<file path="config.mk">
export PLATFORM = sky130hd
export DESIGN_NAME = mem_bus_arbiter
export DESIGN_NICKNAME = d
export VERILOG_FILES = /design/src/rtl/mem_bus_arbiter.sv
export SDC_FILE = /design/constraint.sdc
export NUM_CORES = 1
export LEC_CHECK = 0
export BUFFER_PORTS_ARGS = -buffer_cell sky130_fd_sc_hd__buf_4
export CORE_MARGIN = 2
export CORE_UTILIZATION = 40
export CTS_CLUSTER_SIZE = 25
export DETAILED_ROUTE_END_ITERATION = 16
export PLACE_DENSITY = 0.7
export SYNTH_ARGS = -nofsm -noshare
export SYNTH_HDL_FRONTEND = slang
export SYNTH_SLANG_ARGS = --single-unit
</file>
<file path="constraint.sdc">
create_clock -name clk -period 5.45 [get_ports clk]
set_input_delay 0.2725 -clock clk [delete_from_list [all_inputs] [get_ports clk]]
set_output_delay 0.2725 -clock clk [all_outputs]
set_load 0.05 [all_outputs]
</file>
<file path="src/rtl/mem_bus_arbiter.sv">
`default_nettype none
// ============================================================================
//  Module   : mem_bus_arbiter
//  Purpose  : Shares one unified instruction/data memory port between the
//             EX-stage load/store path (m0) and the IF-stage fetch (m1).
//             Each access is sequenced IDLE -> BUSY -> RESP with a req/ack
//             handshake, alternating priority under contention, and a slave
//             timeout. hold_o stalls the pipeline while any access is pending.
//  Ports    : clk, rst            - clock, asynchronous active-high reset
//             m0_*                - data master (read/write, byte enables)
//             m1_*                - fetch master (read only, full word)
//             s_*                 - shared slave port
//             hold_o              - pipeline hold request
//  Revision : 1.0 - initial release
// ============================================================================
module mem_bus_arbiter #(
    parameter int ADDR_W  = 32,
    parameter int DATA_W  = 32,
    parameter int TIMEOUT = 16
) (
    input  logic                clk,
    input  logic                rst,
    input  logic                m0_req,
    input  logic                m0_we,
    input  logic [ADDR_W-1:0]   m0_addr,
    input  logic [DATA_W-1:0]   m0_wdata,
    input  logic [DATA_W/8-1:0] m0_be,
    output logic [DATA_W-1:0]   m0_rdata,
    output logic                m0_ack,
    output logic                m0_err,
    input  logic                m1_req,
    input  logic [ADDR_W-1:0]   m1_addr,
    output logic [DATA_W-1:0]   m1_rdata,
    output logic                m1_ack,
    output logic                m1_err,
    output logic                s_req,
    output logic                s_we,
    output logic [ADDR_W-1:0]   s_addr,
    output logic [DATA_W-1:0]   s_wdata,
    output logic [DATA_W/8-1:0] s_be,
    input  logic                s_ack,
    input  logic [DATA_W-1:0]   s_rdata,
    output logic                hold_o
);

    localparam logic [7:0] c_timeout_last = 8'(TIMEOUT - 1);

    typedef enum logic [1:0] {
        ST_IDLE = 2'd0,
        ST_BUSY = 2'd1,
        ST_RESP = 2'd2
    } state_t;

    state_t              r_state, w_state_next;
    logic                r_owner, w_owner_next;
    logic                r_last_owner, w_last_owner_next;
    logic [7:0]          r_cnt, w_cnt_next;

    logic                w_s_req_next, w_s_we_next;
    logic [ADDR_W-1:0]   w_s_addr_next;
    logic [DATA_W-1:0]   w_s_wdata_next;
    logic [DATA_W/8-1:0] w_s_be_next;
    logic [DATA_W-1:0]   w_m0_rdata_next, w_m1_rdata_next;
    logic                w_m0_ack_next, w_m0_err_next;
    logic                w_m1_ack_next, w_m1_err_next;

    logic                w_grant_m1;
    logic [DATA_W-1:0]   w_rsp_data;

    // m1 wins when it is alone, or when both request and m0 was served last.
    assign w_grant_m1 = m1_req & (~m0_req | ~r_last_owner);

    // A write completion returns zero; a timeout also returns zero.
    assign w_rsp_data = (s_ack & ~s_we) ? s_rdata : '0;

    assign hold_o = (m0_req | m1_req) & ~(m0_ack | m1_ack);

    always_comb begin
        w_state_next      = r_state;
        w_owner_next      = r_owner;
        w_last_owner_next = r_last_owner;
        w_cnt_next        = r_cnt;
        w_s_req_next      = s_req;
        w_s_we_next       = s_we;
        w_s_addr_next     = s_addr;
        w_s_wdata_next    = s_wdata;
        w_s_be_next       = s_be;
        w_m0_rdata_next   = m0_rdata;
        w_m1_rdata_next   = m1_rdata;
        w_m0_ack_next     = 1'b0;
        w_m0_err_next     = 1'b0;
        w_m1_ack_next     = 1'b0;
        w_m1_err_next     = 1'b0;

        case (r_state)
            ST_IDLE: begin
                if (m0_req | m1_req) begin
                    w_owner_next = w_grant_m1;
                    w_s_req_next = 1'b1;
                    w_cnt_next   = 8'd0;
                    w_state_next = ST_BUSY;
                    if (w_grant_m1) begin
                        w_s_we_next    = 1'b0;
                        w_s_addr_next  = m1_addr;
                        w_s_wdata_next = '0;
                        w_s_be_next    = '1;
                    end else begin
                        w_s_we_next    = m0_we;
                        w_s_addr_next  = m0_addr;
                        w_s_wdata_next = m0_wdata;
                        w_s_be_next    = m0_be;
                    end
                end
            end
            ST_BUSY: begin
                w_cnt_next = r_cnt + 8'd1;
                if (s_ack || (r_cnt == c_timeout_last)) begin
                    w_s_req_next = 1'b0;
                    w_state_next = ST_RESP;
                    if (r_owner) begin
                        w_m1_rdata_next = w_rsp_data;
                        w_m1_ack_next   = 1'b1;
                        w_m1_err_next   = ~s_ack;
                    end else begin
                        w_m0_rdata_next = w_rsp_data;
                        w_m0_ack_next   = 1'b1;
                        w_m0_err_next   = ~s_ack;
                    end
                end
            end
            ST_RESP: begin
                // ack is high during this state; requests are re-sampled
                // only after returning to IDLE, so a master releasing req on
                // this edge is never granted twice.
                w_last_owner_next = r_owner;
                w_state_next      = ST_IDLE;
            end
            default: begin
                w_state_next = ST_IDLE;
            end
        endcase
    end

    always_ff @(posedge clk or posedge rst) begin
        if (rst) begin
            r_state      <= ST_IDLE;
            r_owner      <= 1'b0;
            r_last_owner <= 1'b1;
            r_cnt        <= 8'd0;
            s_req        <= 1'b0;
            s_we         <= 1'b0;
            s_addr       <= '0;
            s_wdata      <= '0;
            s_be         <= '0;
            m0_rdata     <= '0;
            m0_ack       <= 1'b0;
            m0_err       <= 1'b0;
            m1_rdata     <= '0;
            m1_ack       <= 1'b0;
            m1_err       <= 1'b0;
        end else begin
            r_state      <= w_state_next;
            r_owner      <= w_owner_next;
            r_last_owner <= w_last_owner_next;
            r_cnt        <= w_cnt_next;
            s_req        <= w_s_req_next;
            s_we         <= w_s_we_next;
            s_addr       <= w_s_addr_next;
            s_wdata      <= w_s_wdata_next;
            s_be         <= w_s_be_next;
            m0_rdata     <= w_m0_rdata_next;
            m0_ack       <= w_m0_ack_next;
            m0_err       <= w_m0_err_next;
            m1_rdata     <= w_m1_rdata_next;
            m1_ack       <= w_m1_ack_next;
            m1_err       <= w_m1_err_next;
        end
    end

endmodule
`default_nettype wire
</file>
* Word-level counts from Yosys, hierarchy flattened
Index checks and enable logic that the tools add are counted.
** Cells by class
- Reduce and logical (&&, ||, !) cells :: 9
- Bitwise gates (word level) :: 12
- Mux-type cells :: 25
- $add $sub $neg :: 1
- Eq/ne operators :: 5
** Operator list (number)
- $mux W32 :: 3
- $pmux W8 S2 :: 1
- $mux W1 :: 15
- $reduce_and A3 Y1 :: 3
- $add A8 B1 Y8 const B :: 1
- $eq A8 B4 Y1 const B :: 1
- $mux W8 :: 1
- $not A1 Y1 :: 6
- $reduce_and A2 Y1 :: 3
- $mux W2 :: 2
- $mux W4 :: 1
- $ne A2 B2 Y1 const B :: 2
- $pmux W2 S2 :: 1
- $and A1 B1 Y1 :: 3
- $or A1 B1 Y1 :: 3
- $eq A2 B1 Y1 const B :: 1
- $eq A2 B2 Y1 const B :: 1
- $logic_not A2 Y1 :: 1
- $pmux W1 S2 :: 1
- $reduce_bool A2 Y1 :: 1
- $logic_or A1 B1 Y1 :: 1
** Storage, ports and cells
- Bits in registers :: 150
- Output and inout port bits :: 139
- Bits of input ports :: 138
- Logic and storage cells :: 67

* Longest topological paths before layout
Gate-level depths: netlist of the first run.
- Word-level depth :: 4
- Depth in mapped cells :: 6
- Mapped depth without buffers :: 5

* Least setup slack after synthesis of the first run
No wires, ideal clock.
- Path type :: register to output
- Start :: register m1_ack
- End :: output port hold_o
- Required time :: 5.178 ns
- Slack :: 3.466 ns
- Arrival time :: 1.711 ns
- Buffers on the path :: 0
- Stages on the path, launching flop included :: 2
- Cell sequence :: dfrtp_1 -> nor3_1
** Between the ends
- Longest elaborated chain between the ends :: 3
** RTL lines
- start: declaration :: RTL line 34 : output logic m1_ack,
- start signal: assignment :: RTL line 175 : m1_ack <= w_m1_ack_next;
- $or A1 B1 Y1 :: RTL line 76 : assign hold_o = (m0_req | m1_req) & ~(m0_ack | m1_ack);
- $not A1 Y1 :: RTL line 76
- $and A1 B1 Y1 :: RTL line 76
- end: declaration :: RTL line 43 : output logic hold_o
Every way passes these cells.

* Final worst setup path of the first run
- Start :: register r_state[1]
- End :: register m0_rdata[4]
** Between the ends
- Longest elaborated chain between the ends :: 2
** RTL lines
- start: declaration :: RTL line 54 : state_t r_state, w_state_next;
- start signal: assignment :: RTL line 162 : r_state <= w_state_next;
- $eq A2 B1 Y1 :: RTL line 95 : case (r_state)
- $reduce_and A3 Y1 (no source line)
- end signal: assignment :: RTL line 171 : m0_rdata <= w_m0_rdata_next;
- end: declaration :: RTL line 28 : output logic [DATA_W-1:0] m0_rdata,
Every way passes these cells.
A chain may end at the register's enable or synchronous reset.

==> qor.txt, run 1 <==
outcome: complete, but fails checks
failing checks: negative hold slack
grt ovf: 0
full die area: 0.01588 sq mm
Max Slew Vio Count: 0
Crit. End Element: register
Power Dens Cells: 729.5 mW/mm^2
Final #Nets: 848
Initial Util: 0.4098
critical path required time: 5.75 ns
Post-Synthesis Cells: 449
TritonCTS clock tree: yes
max_slew headroom: 0.1442
CP max stage delay: 0.72 ns
# Post-CTS Setup Buffers: 0
H-tree level count: 4
final wirelength: 16700 um
via density per instance: 5.428
core box area: 0.01453 sq mm
Die Wd: 126.0 um
Post-Synth Simple-Gate Area: 0.05777
Yosys reg bits: 150
VDD IR max: 370.2 uV
Cell Chain, Critical Path: nand2b_1, nor2_4, o21ai_4, a32o_1
slew at the pin with the worst max-slew slack: 1.282 ns
clk slew on worst S/H paths: 0.06 ns
Port Buf Inserts: 276
Seq/Total Area, Yosys: 0.6305
GPL Wtd Cong: 0.8420
final setup violating endpoints: 0
pre-CTS setup slack: 3.039 ns
area leader, netlist: dfrtp_1
worst reg2reg setup slack: 3.02 ns
unrepaired setup endpoints after global routing: false
Compound-Gate Fraction of Synth Area: 0.2069
GRT Util Overall: 0.2054
P&R area growth vs syn: 45.86%
static leakage: 4.303 nW
largest family of logic cells by synthesized area: compound AO/OA/AOI/OAI gates
crit path DAT: 2.73 ns
Fmax: 412.4 MHz
total chip power: 6.337 mW
cts bufs inserted: 17
setup tns final: 0 ns
Crit Path Max Fanout: 33
Hold Violations, Final: 11
number of antenna violations at the first check in global routing: 1
Main synth FF type: dfrtp_1
Filler cells: 1192
Cell variety after synth: 37
cts-stage hold buffer count: 0
Post-Synth XOR/XNOR Area: 0.002941
top-count cell post-synth: dfrtp_1
Crit Path Category: reg -> reg
via count: 4918
footprint of the multi-input gates: 0.001984 sq mm
post-CTS sizing: 0
Mapped Nets: 588
DRT Pass-1 Iters: 5
flip-flop and latch area: 0.003755 sq mm
synthesized cell area: 0.005956 sq mm
Tmin final: 2.425 ns
vias in the first global route: 4784
MaxCap Viol Count: 0
Post-DRT Antenna Nets: 0
largest net degree at the start of global routing: 103
Post-synth EDFFs: 0
clk sinks: 150
ratio of final minimum period to clock period: 0.4450
Worst-Skew Late Latency: 0.42 ns
CP startpoint kind: register
share of flip-flops with an asynchronous set or reset: 1.000
Worst path slowest cell: nor2_4
Clock Tree Buf Depth: 2
ratio of cells with drive above 1 in the final layout: 0.4508
drt drc: 0
first-pass GRT wire length: 25520 um
HP Class: in -> async
Die H: 126.0 um
Synth area leaders: dfrtp_1 63%, a32o_1 11%, mux2i_1 5.7%
Post-Synth Adder-Cell Area: 0.002101
clock skew: 0.01048 ns
Yosys Warn Count: 0
syn avg cell area: 13.26 sq um
top cell type's share of synthesized area: 0.6261
mux contribution to synthesized area: 0.05903
setup ws final: 3.025 ns
hold slack: -0.02905 ns
DP HPWL: 12050 um
clk root buf: clkbuf_16
DRT iter0 DRCs: 309
row count: 44
Synth top cells by count: 149 x dfrtp_1, 63 x a32o_1, 44 x nand2_1, 36 x o21ai_0
routed length per instance: 18.43 um
I/O pin count: 277
cell families (layout without fill, tap and decap cells):
kind of cell             count (synthesis)  in the layout
AO/OA/AOI/OAI                          146            146
XOR/XNOR                                 2              2
adder cells (fa/ha/maj)                  1              1
buffers and inverters                   42            314
flip-flops                             150            150
multiplexers                            35             35
other                                    0              1
AND/OR/NAND/NOR                         73             73
flip-flops by register name, summed over array words and instances, names as in the netlist:
| register | count |
|---|---|
| m0_ack | 1 |
| r_last_owner | 1 |
| s_req | 1 |
| r_owner | 1 |
| s_addr | 32 |
| m0_err | 1 |
| s_we | 1 |
| m1_rdata | 32 |
| m1_err | 1 |
| m0_rdata | 32 |
| s_be | 4 |
| r_cnt | 8 |
| r_state | 2 |
| m1_ack | 1 |
| s_wdata | 32 |
worst paths after layout:
path,from,endpoint,cells past startpoint
max in group asynchronous,rst,m0_rdata[21],3
hold reg to reg,s_addr[9],s_addr[9],2
min in group clk,m0_be[2],s_be[2],2
hold / removal,rst,s_wdata[20],2
setup reg to reg,r_state[1],m0_rdata[4],4
setup / recovery,r_state[1],m0_rdata[4],4
layout by cell type, fill, tap and decap left out, drive strengths merged, types with 5 or more instances in the layout:
cell    count
a32o       64
clkbuf     20
dfrtp     149
nor2       13
mux2i      34
nand2      44
o21ai      38
buf       280
a22o       34
inv         5
o22a        5
per-stage QoR:
stage | hold slack, ns | area, sq um | utilization | std cells
2_1_floorplan | 0.3723 | 5956 | - | 449
3_5_place_dp | 0.4716 | 8088 | 0.5565 | 874
6_report | -0.02905 | 8687 | 0.5977 | 906
4_1_cts | 0.01787 | 8685 | 0.5975 | 905
5_1_grt | 0.03391 | 8685 | 0.5975 | 905
3_3_place_gp | 0.4617 | 8088 | 0.5565 | 874
per-layer routing:
metal / vias up / GRT usage / routed length (um)
met4: 0 / 0.08080 / 427
li1: 2225 / - / -
met1: 2370 / 0.2549 / 6551
met2: 289 / 0.3238 / 7916
met3: 34 / 0.08156 / 1802
met5: - / 0 / 0
where the power goes:
part / internal, mW / switching (mW)
Sequential: 1.58 / 0.298
Clock: 0.732 / 0.458
Combinational: 1.01 / 2.26
final cells by class:
cell class | instances | area share
clock buffers | 20 | 0.05142
multi-input cells | 257 | 0.2284
repair buffers | 280 | 0.2420
inverters | 3 | 0.001872
flip-flops and latches | 150 | 0.4322
clock inverters | 11 | 0.01728
diodes | 1 | 0.0002881
well taps | 184 | 0.02650
worst max-delay path: cells and delay by family (launching register included):
kind	cells	cell delay, ns
AND/OR/NAND/NOR	2	1.10
AO/OA/AOI/OAI	2	0.78
flip-flops	1	0.42
No activity file was read; power rests on OpenSTA's default activity.
==> run 2: changes to the inputs <==
- clock period: 5.45 -> 2.4 ns (I/O delays scaled with it)
==> run 2 against run 1 <==
Net effect:
- clock power rose by 120%
- critical path type unchanged
- combinational power increased by 140%
- clock skew fell by 0.0021 ns
- utilization is 8.1 points higher
- critical endpoint is now s_addr[5]
- total power rose by 130%
- via count increased by 10%
- the run now ends clean
==> qor.txt, run 2 (same netlist as run 1, synthesis figures left out) <==
outcome: completed
# Post-CTS Setup Buffers: 0
slew at the pin with the worst max-slew slack: 0.9319 ns
Port Buf Inserts: 276
worst path buffer plus inverter count: 2
setup tns final: 0 ns
# diodes: 0
Power Dens Cells: 1479 mW/mm^2
H-tree level count: 4
Crit Path Max Fanout: 16
total chip power: 14.59 mW
setup ws final: 0.1514 ns
core box area: 0.01453 sq mm
flip-flop and latch area: 0.003755 sq mm
TritonCTS clock tree: yes
final wirelength: 18390 um
DP HPWL: 12060 um
ratio of cells with drive above 1 in the final layout: 0.3967
GRT Util Overall: 0.2341
largest net degree at the start of global routing: 93
max_slew headroom: 0.3764
drt drc: 0
vias in the first global route: 5608
Worst path slowest cell: dlygate4sd3_1
Clock Tree Buf Depth: 2
Post-DRT Antenna Nets: 0
final core utilization: 0.6789
VDD IR max: 686.2 uV
Worst-Skew Late Latency: 0.42 ns
full die area: 0.01588 sq mm
Max Slew Vio Count: 0
number of antenna violations at the first check in global routing: 0
via density per instance: 5.284
DRT Pass-1 Iters: 4
HP Class: in -> reg
Die H: 126.0 um
Fmax: 444.7 MHz
via count: 5421
clk slew on worst S/H paths: 0.06 ns
CP top delay family: buffers and inverters
clk sinks: 150
I/O pin count: 277
CP startpoint kind: register
clock skew: 0.008402 ns
commonest non-fill, non-tap cell in the layout: buf_4
grt ovf: 0
row count: 44
DRT iter0 DRCs: 341
first-pass GRT wire length: 29330 um
ratio of final minimum period to clock period: 0.9369
unrepaired setup endpoints after global routing: false
Filler cells: 1074
static leakage: 4.813 nW
Die Wd: 126.0 um
pre-CTS setup slack: 0.4382 ns
footprint of the multi-input gates: 0.001984 sq mm
MaxCap Viol Count: 0
critical path required time: 2.68 ns
Crit Path Category: reg -> reg
most frequent cells in the layout: 286 x buf_4, 149 x dfrtp_1, 112 x dlygate4sd3_1
Tmin final: 2.249 ns
CP max stage delay: 0.58 ns
Initial Util: 0.4098
Crit. End Element: register
P&R area growth vs syn: 65.67%
crit path DAT: 2.53 ns
clk root buf: clkbuf_16
Final #Nets: 968
GPL Wtd Cong: 0.8198
Hold Violations, Final: 0
routed length per instance: 17.92 um
final setup violating endpoints: 0
cts bufs inserted: 17
Cell Chain, Critical Path: a21boi_4, buf_4, mux2i_1, dlygate4sd3_1, o21ai_0
[run 2: cell types whose count changed in the layout (fill, tap and decap cells not counted), sizes merged]
cell         delta
dlygate4sd3   +112
buf             +8
clkinv          +4
inv             -2
bufinv          -1
diode           -1
[run 2: layout make-up]
cell class | instances | share of cell area
well taps | 184 | 0.02333
inverters | 3 | 0.001522
clock buffers | 20 | 0.04527
multi-input cells | 257 | 0.2011
clock inverters | 12 | 0.01293
repair buffers | 400 | 0.3353
flip-flops and latches | 150 | 0.3805
[run 2: routing by layer]
metal | vias to the layer above | GRT usage | wire length, um
met5 | - | 0 | 0
met4 | 0 | 0.09890 | 548
met3 | 45 | 0.07562 | 1454
met2 | 260 | 0.3843 | 8991
met1 | 2656 | 0.2854 | 7391
li1 | 2460 | - | -
[run 2: through the flow]
stage,area [sq um],std cells,hold WS [ns]
2_1_floorplan,5959,449,0.2198
3_3_place_gp,8172,882,0.2745
3_5_place_dp,8172,882,0.2772
4_1_cts,9867,1026,0.0001408
5_1_grt,9867,1026,0.02044
6_report,9867,1026,0.006886
[run 2: power by group]
| group | switching, mW | internal (mW) |
|---|---|---|
| clock | 1.03 | 1.56 |
| sequential | 0.670 | 3.58 |
| combinational | 5.26 | 2.49 |
[run 2: worst register-to-register path: cells and delay by family, from the launching register on]
kind	cells	cell delay [ns]
multiplexers	1	0.24
AO/OA/AOI/OAI	2	0.52
flip-flops	1	0.38
buffers and inverters	2	0.97
[run 2: final timing paths]
path	startpoint	endpoint	slack (ns)	depth (start not counted)
max in group asynchronous	rst	s_wdata[30]	1.20	4
min in group asynchronous	rst	s_addr[4]	0.38	3
setup reg to reg	r_last_owner	s_addr[5]	0.15	5
hold / removal	m1_addr[31]	s_addr[31]	0.007	3
hold reg to reg	s_addr[6]	s_addr[6]	0.48	2
setup / recovery	r_last_owner	s_addr[5]	0.15	5
[run 2: repair_timing]
item | 4_1_cts | 5_1_grt
endpoints found under the hold margin | 150 | 0
hold buffers | 112 | 0
endpoints found under the setup margin | 0 | 0
resized for setup | 0 | 0
==> run 3: changes to the inputs <==
- RECOVER_POWER: default -> 50
==> run 3 against run 2 <==
Net effect:
- the flow now finishes with violations (max-capacitance violations)
- design area is 5.4% lower
- clock power hardly changed
- total power is 6.1% lower
- sequential share of layout area is 2.2 points higher
- hold slack hardly changed
- register-to-register slack hardly changed
- via count is 0.44% lower
- flip-flop and latch count stayed put
- largest cell class unchanged
==> qor.txt, run 3 (same netlist as run 1, synthesis figures left out) <==
via count: 5397
final setup violating endpoints: 0
setup tns final: 0 ns
commonest non-fill, non-tap cell in the layout: dfrtp_1
setup ws final: 0.1376 ns
via density per instance: 5.255
Power Dens Cells: 1468 mW/mm^2
footprint of the multi-input gates: 0.001973 sq mm
Post-DRT Antenna Nets: 0
Crit. End Element: register
flip-flop and latch area: 0.003755 sq mm
Initial Util: 0.4098
drt drc: 0
routed length per instance: 17.85 um
Port Buf Inserts: 276
I/O pin count: 277
power share of the combinational group: 0.504
crit path DAT: 2.51 ns
GRT Util Overall: 0.2341
CP max stage delay: 0.58 ns
row count: 44
vias in the first global route: 5608
Die H: 126.0 um
Cell Int Power: 6.782 mW
Worst-Skew Late Latency: 0.41 ns
core box area: 0.01453 sq mm
Crit Path Category: reg -> reg
outcome: complete, but fails checks
DRT iter0 DRCs: 305
HP Class: in -> reg
slew at the pin with the worst max-slew slack: 1.456 ns
static leakage: 4.270 nW
number of antenna violations at the first check in global routing: 0
clk slew on worst S/H paths: 0.06 ns
MaxCap Viol Count: 1
Reg power frac: 0.308
unrepaired setup endpoints after global routing: false
final wirelength: 18330 um
cts bufs inserted: 17
Die Wd: 126.0 um
Worst path slowest cell: dlygate4sd3_1
DRT Pass-1 Iters: 4
# Post-CTS Setup Buffers: 0
critical path required time: 2.65 ns
DP HPWL: 12060 um
pre-CTS setup slack: 0.4382 ns
first-pass GRT wire length: 29330 um
Tmin final: 2.262 ns
largest net degree at the start of global routing: 93
final instance area: 0.009331 sq mm
VDD IR max: 626.5 uV
clock power share: 0.188
Clock Tree Buf Depth: 2
full die area: 0.01588 sq mm
most frequent cells in the layout: 149 x dfrtp_1, 145 x buf_4, 141 x clkbuf_1
failing checks: max-capacitance violations
Max Slew Vio Count: 0
ratio of cells with drive above 1 in the final layout: 0.2304
clock skew: 0.01070 ns
Crit Path Max Fanout: 16
Final #Nets: 968
GPL Wtd Cong: 0.8198
H-tree level count: 4
grt ovf: 0
clk root buf: clkbuf_16
Hold Violations, Final: 0
P&R area growth vs syn: 56.68%
Cell Chain, Critical Path: a21boi_4, buf_4, mux2i_1, dlygate4sd3_1, o21ai_0
max_slew headroom: 0.02433
Filler cells: 1238
Fmax: 442.0 MHz
TritonCTS clock tree: yes
clk sinks: 150
ratio of final minimum period to clock period: 0.9427
switching share of total power: 0.5049
CP startpoint kind: register
placed cell areas: 0.008172 sq mm
Net Switching: 6.915 mW
run 3: path summary, 6_finish.rpt:
| path | start | to | slack, ns | depth (start not counted) |
|---|---|---|---|---|
| setup / recovery | r_last_owner | s_addr[5] | 0.14 | 5 |
| hold / removal | m0_addr[4] | s_addr[4] | 0.007 | 3 |
| setup reg to reg | r_last_owner | s_addr[5] | 0.14 | 5 |
| hold reg to reg | s_addr[6] | s_addr[6] | 0.48 | 2 |
| max in group asynchronous | rst | s_addr[19] | 0.66 | 4 |
| min in group asynchronous | rst | s_addr[2] | 0.60 | 3 |
run 3: worst max-delay path: cells and delay by family, from the launching register on:
family          cells  cell delay [ns]
compound gates      2             0.52
buf+inv             2             0.96
flops               1             0.38
mux                 1             0.23
run 3: metrics by stage:
step / util / cells / power, mW / hold WS, ns
global placement: 0.5622 / 882 / 11.68 / 0.2745
global route: 0.6419 / 1026 / 14.38 / 0.02044
detailed placement: 0.5622 / 882 / 11.83 / 0.2772
CTS: 0.6789 / 1026 / 14.63 / 0.0001408
floorplan: - / 449 / 9.446 / 0.2198
finish: 0.6420 / 1027 / 13.70 / 0.006878
run 3: what timing repair did:
item / CTS / global route
hold endpoints to repair: 150 / 0
hold buffers: 112 / 0
gates resized for setup: 0 / 0
run 3: area by class of cell:
cell class,count,share of cell area
well taps,184,0.02467
multi-input cells,257,0.2115
repair buffers,400,0.2983
flip-flops and latches,150,0.4024
clock buffers,20,0.04787
clock inverters,12,0.01368
inverters,3,0.001341
diodes,1,0.0002682
run 3: power by group through the flow:
| stage | sequential, mW | clock, mW | combinational, mW |
|---|---|---|---|
| floorplan | 7.54 | 0 | 1.91 |
| global placement | 4.23 | 0 | 7.45 |
| detailed placement | 4.26 | 0 | 7.57 |
| CTS | 4.24 | 2.63 | 7.75 |
| global route | 4.35 | 2.75 | 7.28 |
| finish | 4.22 | 2.57 | 6.90 |
run 3: layer usage:
| layer | vias up | wire (um) | share of wire | track usage |
|---|---|---|---|---|
| li1 | 2461 | - | - | - |
| met2 | 257 | 9100 | 0.50 | 0.3843 |
| met4 | 0 | 429 | 0.023 | 0.09890 |
| met3 | 33 | 1437 | 0.078 | 0.07562 |
| met5 | - | 0 | 0 | 0 |
| met1 | 2646 | 7366 | 0.40 | 0.2854 |
